--- src/rtl/hilo_divider.sv ---
// hilo_divider: multi-cycle radix-2 restoring divider for DIV/DIVU.
// Produces the full {HI, LO} = {remainder, quotient} word for the writeback
// path. The busy, done, result, hilo_flag and div_zero outputs are registered,
// so they trail the internal DONE state by one clock.
module hilo_divider #(
    parameter int WIDTH = 32,
    parameter int CNT_W = 6
) (
    input  logic                 clk,
    input  logic                 resetn,
    input  logic                 start,
    input  logic                 signed_div,
    input  logic [WIDTH-1:0]     dividend,
    input  logic [WIDTH-1:0]     divisor,
    input  logic                 cancel,
    output logic                 busy,
    output logic                 done,
    output logic [2*WIDTH-1:0]   result,
    output logic [2:0]           hilo_flag,
    output logic                 div_zero
);

    localparam logic [2:0] S_IDLE = 3'd0;
    localparam logic [2:0] S_CALC = 3'd1;
    localparam logic [2:0] S_FIX  = 3'd2;
    localparam logic [2:0] S_ZERO = 3'd3;
    localparam logic [2:0] S_DONE = 3'd4;

    logic [2:0]       state;
    logic [2:0]       state_next;
    logic [CNT_W-1:0] cnt;
    logic [WIDTH-1:0] rem;
    logic [WIDTH-1:0] quo;
    logic [WIDTH-1:0] mag_b;
    logic             sign_a;
    logic             sign_b;
    logic             zero_flag;
    logic             accept;
    logic             finish;
    logic [WIDTH-1:0] rem_shift;
    logic [WIDTH:0]   trial;
    logic             dividend_neg;
    logic             divisor_neg;

    // Two's-complement negation of a WIDTH-bit value.
    function automatic logic [WIDTH-1:0] negate(input logic [WIDTH-1:0] v);
        return '0 - v;
    endfunction

    // Conditional negation: magnitude for signed operands, sign restore on results.
    // A negated 0x80..0 stays 0x80..0, which is exactly its unsigned magnitude.
    function automatic logic [WIDTH-1:0] cond_negate(input logic [WIDTH-1:0] v,
                                                     input logic            neg);
        return neg ? negate(v) : v;
    endfunction

    // The cycle in which the done pulse is visible has the FSM already back in
    // IDLE, so a start there must be rejected as well.
    assign accept       = (state == S_IDLE) && start && !cancel && !done;
    assign finish       = (state == S_DONE) && !cancel;
    assign dividend_neg = signed_div & dividend[WIDTH-1];
    assign divisor_neg  = signed_div & divisor[WIDTH-1];

    // One restoring step: shift {rem,quo} left, trial-subtract the divisor.
    // The shifted-out remainder MSB is kept as bit WIDTH so the trial never overflows.
    assign rem_shift = {rem[WIDTH-2:0], quo[WIDTH-1]};
    assign trial     = {rem[WIDTH-1], rem_shift} - {1'b0, mag_b};

    // Next-state selection; cancel aborts every non-IDLE state.
    always_comb begin
        state_next = state;
        case (state)
            S_IDLE: begin
                if (accept) begin
                    state_next = (divisor == '0) ? S_ZERO : S_CALC;
                end
            end
            S_CALC: begin
                if (cancel) begin
                    state_next = S_IDLE;
                end else if (cnt == CNT_W'(1)) begin
                    state_next = S_FIX;
                end
            end
            S_FIX:   state_next = cancel ? S_IDLE : S_DONE;
            S_ZERO:  state_next = cancel ? S_IDLE : S_DONE;
            S_DONE:  state_next = S_IDLE;
            default: state_next = S_IDLE;
        endcase
    end

    // FSM state and iteration counter (counts WIDTH down to 0 across CALC).
    always_ff @(posedge clk) begin
        if (!resetn) begin
            state <= S_IDLE;
            cnt   <= '0;
        end else begin
            state <= state_next;
            if (accept) begin
                cnt <= CNT_W'(WIDTH);
            end else if (state == S_CALC) begin
                cnt <= cnt - CNT_W'(1);
            end
        end
    end

    // Datapath: operand capture, restoring iterations and sign fix-up.
    always_ff @(posedge clk) begin
        if (accept) begin
            sign_a    <= dividend_neg;
            sign_b    <= divisor_neg;
            zero_flag <= (divisor == '0);
            mag_b     <= cond_negate(divisor, divisor_neg);
            if (divisor == '0) begin
                rem <= dividend;
                quo <= {WIDTH{1'b1}};
            end else begin
                rem <= '0;
                quo <= cond_negate(dividend, dividend_neg);
            end
        end else if (state == S_CALC) begin
            rem <= trial[WIDTH] ? rem_shift : trial[WIDTH-1:0];
            quo <= {quo[WIDTH-2:0], ~trial[WIDTH]};
        end else if (state == S_FIX) begin
            quo <= cond_negate(quo, sign_a ^ sign_b);
            rem <= cond_negate(rem, sign_a);
        end
    end

    // Registered outputs; result only changes when a divide completes.
    always_ff @(posedge clk) begin
        if (!resetn) begin
            busy      <= 1'b0;
            done      <= 1'b0;
            result    <= '0;
            hilo_flag <= 3'b000;
            div_zero  <= 1'b0;
        end else begin
            busy      <= (state_next != S_IDLE) || finish;
            done      <= finish;
            hilo_flag <= finish ? 3'b111 : 3'b000;
            if (finish) begin
                result <= {rem, quo};
            end
            if (accept) begin
                div_zero <= 1'b0;
            end else if (finish) begin
                div_zero <= zero_flag;
            end
        end
    end

endmodule

--- config.mk ---
export PLATFORM = sky130hd
export DESIGN_NAME = hilo_divider
export DESIGN_NICKNAME = d
export VERILOG_FILES = /design/src/rtl/hilo_divider.sv
export SDC_FILE = /design/constraint.sdc
export NUM_CORES = 1
export LEC_CHECK = 0
export CAP_MARGIN = 40
export CELL_PAD_IN_SITES_DETAIL_PLACEMENT = 0
export CELL_PAD_IN_SITES_GLOBAL_PLACEMENT = 2
export CORE_UTILIZATION = 25
export DETAILED_ROUTE_END_ITERATION = 8
export DONT_BUFFER_PORTS = 1
export GPL_ROUTABILITY_DRIVEN = 0
export MAX_ROUTING_LAYER = met4
export PLACE_DENSITY_LB_ADDON = 0.25
export SLEW_MARGIN = 20
export SYNTH_ARGS = -nofsm -noshare
export SYNTH_HDL_FRONTEND = slang
export SYNTH_SLANG_ARGS = --single-unit
--- constraint.sdc ---
create_clock -name clk -period 3.7 [get_ports clk]
set_input_delay 0.37 -clock clk [delete_from_list [all_inputs] [get_ports clk]]
set_output_delay 0.37 -clock clk [all_outputs]
set_load 0.02 [all_outputs]
==> results.toml <==
[run_status]
run_status = "finished, final reports clean"

[routing]
viasPerCell = 4.90
wire_per_inst_um = 19.6
dr.pass1.iters = 5
drcViolationCount = 0
route.vias.total = 9661
ant_nets = 0
wl_um = 38600
drtIter0Drc = 581

[timing]
slew_viol_final = 0
clock_skew_ns = 0.0116
fin_crit_sh_pct = 92.6
worst_slew_pin_slew_ns = 0.799
finalHoldViolCount = 0
slew_headroom_pct = 46.7
timing.fmax_ghz = 0.292
finalSetupViolations = 0
setup_tns_ns = 0
rsz0062_at_grt = "false"
period_needed_ns = 3.43

[global_routing]
grtUsageTotal_pct = 17.4
grt_max_degree = 55
antenna_found_initial = 0
grt_pass1_vias = 9561
grt_pass1_wl_um = 60000
overflow = 0

[min_path]
hold_depth = 1
hp-class = "input pin to flip-flop"

[power]
ir_drop_v = 0.000242
combPwrFrac_pct = 23.7
swShare_pct = 31.4
p_per_area_mw_per_mm2 = 420
clock_power_share_pct = 33.8
power_leakage_nw = 4.61
power.internal_mw = 3.73
fin_total_pwr_mw = 5.44
p_sw_mw = 1.70
seq_power_share_pct = 42.6

[synthesis]
ys_seq_area_share_pct = 39.2
synth-edff-count = 99
syn_inst = 1354
syn_nets = 1462
avgSynthCellArea_um2 = 8.46
ys_types = 74
async_reset_ff_share_pct = 0
yosysTopAreaCell = "edfxtp_1"
synth_top_cell_area_share_pct = 26.0
synth_warnings = 0
synth_area_leaders = "edfxtp_1, dfxtp_1, nand2_1"
ys.flop_type = "edfxtp_1"
synth_seq_cells = 175
syn-cell-area_mm2 = 0.0115

[clocking]
clk_path_buf_depth = 2
cts_tree = "yes"
htreeDepth = 4
post_cts_buffers = 0
cts_buffers = 17
clock_latency_ns = 0.47
clockRootBuffer = "clkbuf_16"
cts_sinks = 175
cts.clk_slew.worst_paths_ns = 0.07

[placement]
hpwl_um = 30200
place_inst = 1939
io_buffers = 0

[floorplan]
ios = 139
die_area_mm2 = 0.0467
rows = 78
fp.coreArea_mm2 = 0.0453
die_w_um = 216
die_y_um = 216
start_util_pct = 25.3

[critical_path]
critPathArrivalTime_ns = 3.63
reg2reg_depth = 14
critPathSlowestCell = "fa_1"
worstSetupStartpointType = "flip-flop"
r2r_setup_slack_ns = 0.27
cp.required_ns = 3.90
max_stage_delay_ns = 0.40
cp_max_fo = 12
critPathCaptureType = "flip-flop"
path_cells = "inv_1, ha_1, fa_1, nand2b_1, a21o_1, a21oi_2, o211ai_1, a21oi_1, buf_4, a41oi_1, nand2_1, buf_4, mux2i_1, a211oi_1"
critPathKind = "flip-flop to flip-flop"
crit_top_cell = "buf_4"

[layout]
syn_to_final_growth_pct = 13.0
drive_above_1_share_pct = 8.59
antenna_cells = 0
final_cell_count_no_fill = 1973
final_core_util_pct = 28.6
fillerInstances = 4954
final_nets = 1468

[run]
cap_violations = 0
[worst paths after layout]
| path | startpoint | end |
|---|---|---|
| worst min register to register | zero_flag | div_zero |
| worst min-delay path | divisor[11] | mag_b[11] |
| worst max-delay path | quo[31] | rem[29] |
| worst max register to register | quo[31] | rem[29] |
[final cells by class]
type	count	area, um2	share of cell area [%]
sequential	175	4490	34.7
timing repair buffer	61	495	3.83
tap	600	751	5.80
multi-input combinational	1043	6390	49.4
clock buffer	20	468	3.62
inverter	62	233	1.80
clock inverter	12	106	0.822
[power by group through the flow]
stage / Sequential, mW / Combinational, mW / Clock [mW]
floorplan: 2.34 / 0.900 / 0
global placement: 2.36 / 1.29 / 0
detailed placement: 2.35 / 1.29 / 0
CTS: 2.31 / 1.29 / 1.90
global route: 2.33 / 1.44 / 1.97
finish: 2.31 / 1.29 / 1.84
[worst max-delay path, delay by kind of cell, from the launching register on]
| kind | cells | cell delay [ns] |
|---|---|---|
| AOI/OAI and AO/OA | 6 | 1.05 |
| adders and majority gates | 2 | 0.63 |
| buffers and inverters | 3 | 0.50 |
| and+or+nand+nor | 2 | 0.37 |
| DFF | 1 | 0.36 |
| muxes | 1 | 0.23 |
[registers in the layout (all words and copies together) (netlist names)]
name	flops
rem	32
sign_b	1
quo	32
state	3
div_zero	1
hilo_flag	1
mag_b	32
sign_a	1
cnt	6
busy	1
zero_flag	1
result	64
[cell usage after synthesis (all sizes together) (3+ instances only)]
cell type,count
a211oi,5
a21boi,3
a21o,9
a21oi,150
a221oi,3
a22oi,44
a31oi,11
and2,8
and3,9
buf,18
clkbuf,56
dfxtp,76
edfxtp,99
ha,38
inv,61
mux2i,24
nand2,201
nand2b,17
nand3,23
nand3b,5
nand4,3
nor2,98
nor2b,5
nor3,42
nor4,13
o211ai,20
o21a,10
o21ai,74
o21bai,3
o22ai,6
o311ai,7
o31a,4
o31ai,9
o41ai,4
or2,6
or3,23
or4,15
xnor2,66
xor2,58
[layer usage]
layer / part of all wire (%) / track usage (%) / up-vias
met3: 4.3 / 3.07 / 28
li1: - / - / 4883
met2: 45 / 26.4 / 180
met4: 2.1 / 5.89 / 0
met1: 48 / 23.3 / 4570
met5: 0 / - / -
[layout by cell type (no fill, tap or decap), types with 10 or more instances in the layout]
master	instances
nand2_1	200
a21oi_1	149
edfxtp_1	99
nor2_1	95
dfxtp_1	76
o21ai_0	72
xnor2_1	66
inv_1	60
xor2_1	58
buf_4	57
a22oi_1	44
nor3_1	41
ha_1	38
mux2i_1	24
nand3_1	23
o211ai_1	20
or3_1	18
clkbuf_16	18
nand2b_1	16
or4_1	13
nor4_1	13
a31oi_1	11
o21a_1	10
[stage by stage]
step | setup WS, ns | cell area (um2) | hold slack (ns)
floorplan | 0.329 | 11500 | 0.459
global route | 0.0622 | 12900 | 0.0772
CTS | 0.182 | 12900 | 0.0738
global placement | 0.288 | 12300 | 0.464
finish | 0.274 | 12900 | 0.106
detailed placement | 0.216 | 12300 | 0.467
[repair_timing]
action | CTS | global route
endpoints found under the setup margin | 0 | 7
gates resized for setup | 0 | 1
endpoints found under the hold margin | 2 | 0
hold buffers | 2 | 0
[logic make-up (layout without fill, tap and decap cells)]
logic type               count (synthesis)  count (layout)  synth area share [%]
AND/OR/NAND/NOR                        477             477                  19.5
AO/OA/AOI/OAI                          379             379                  20.2
flip-flops                             175             175                  39.2
buffers and inverters                  136             155                  5.14
XOR/XNOR                               124             124                  9.48
adder cells (fa/ha/maj)                 39              39                  4.33
multiplexers                            24              24                  2.10
Power figures use the tool's default switching activity.
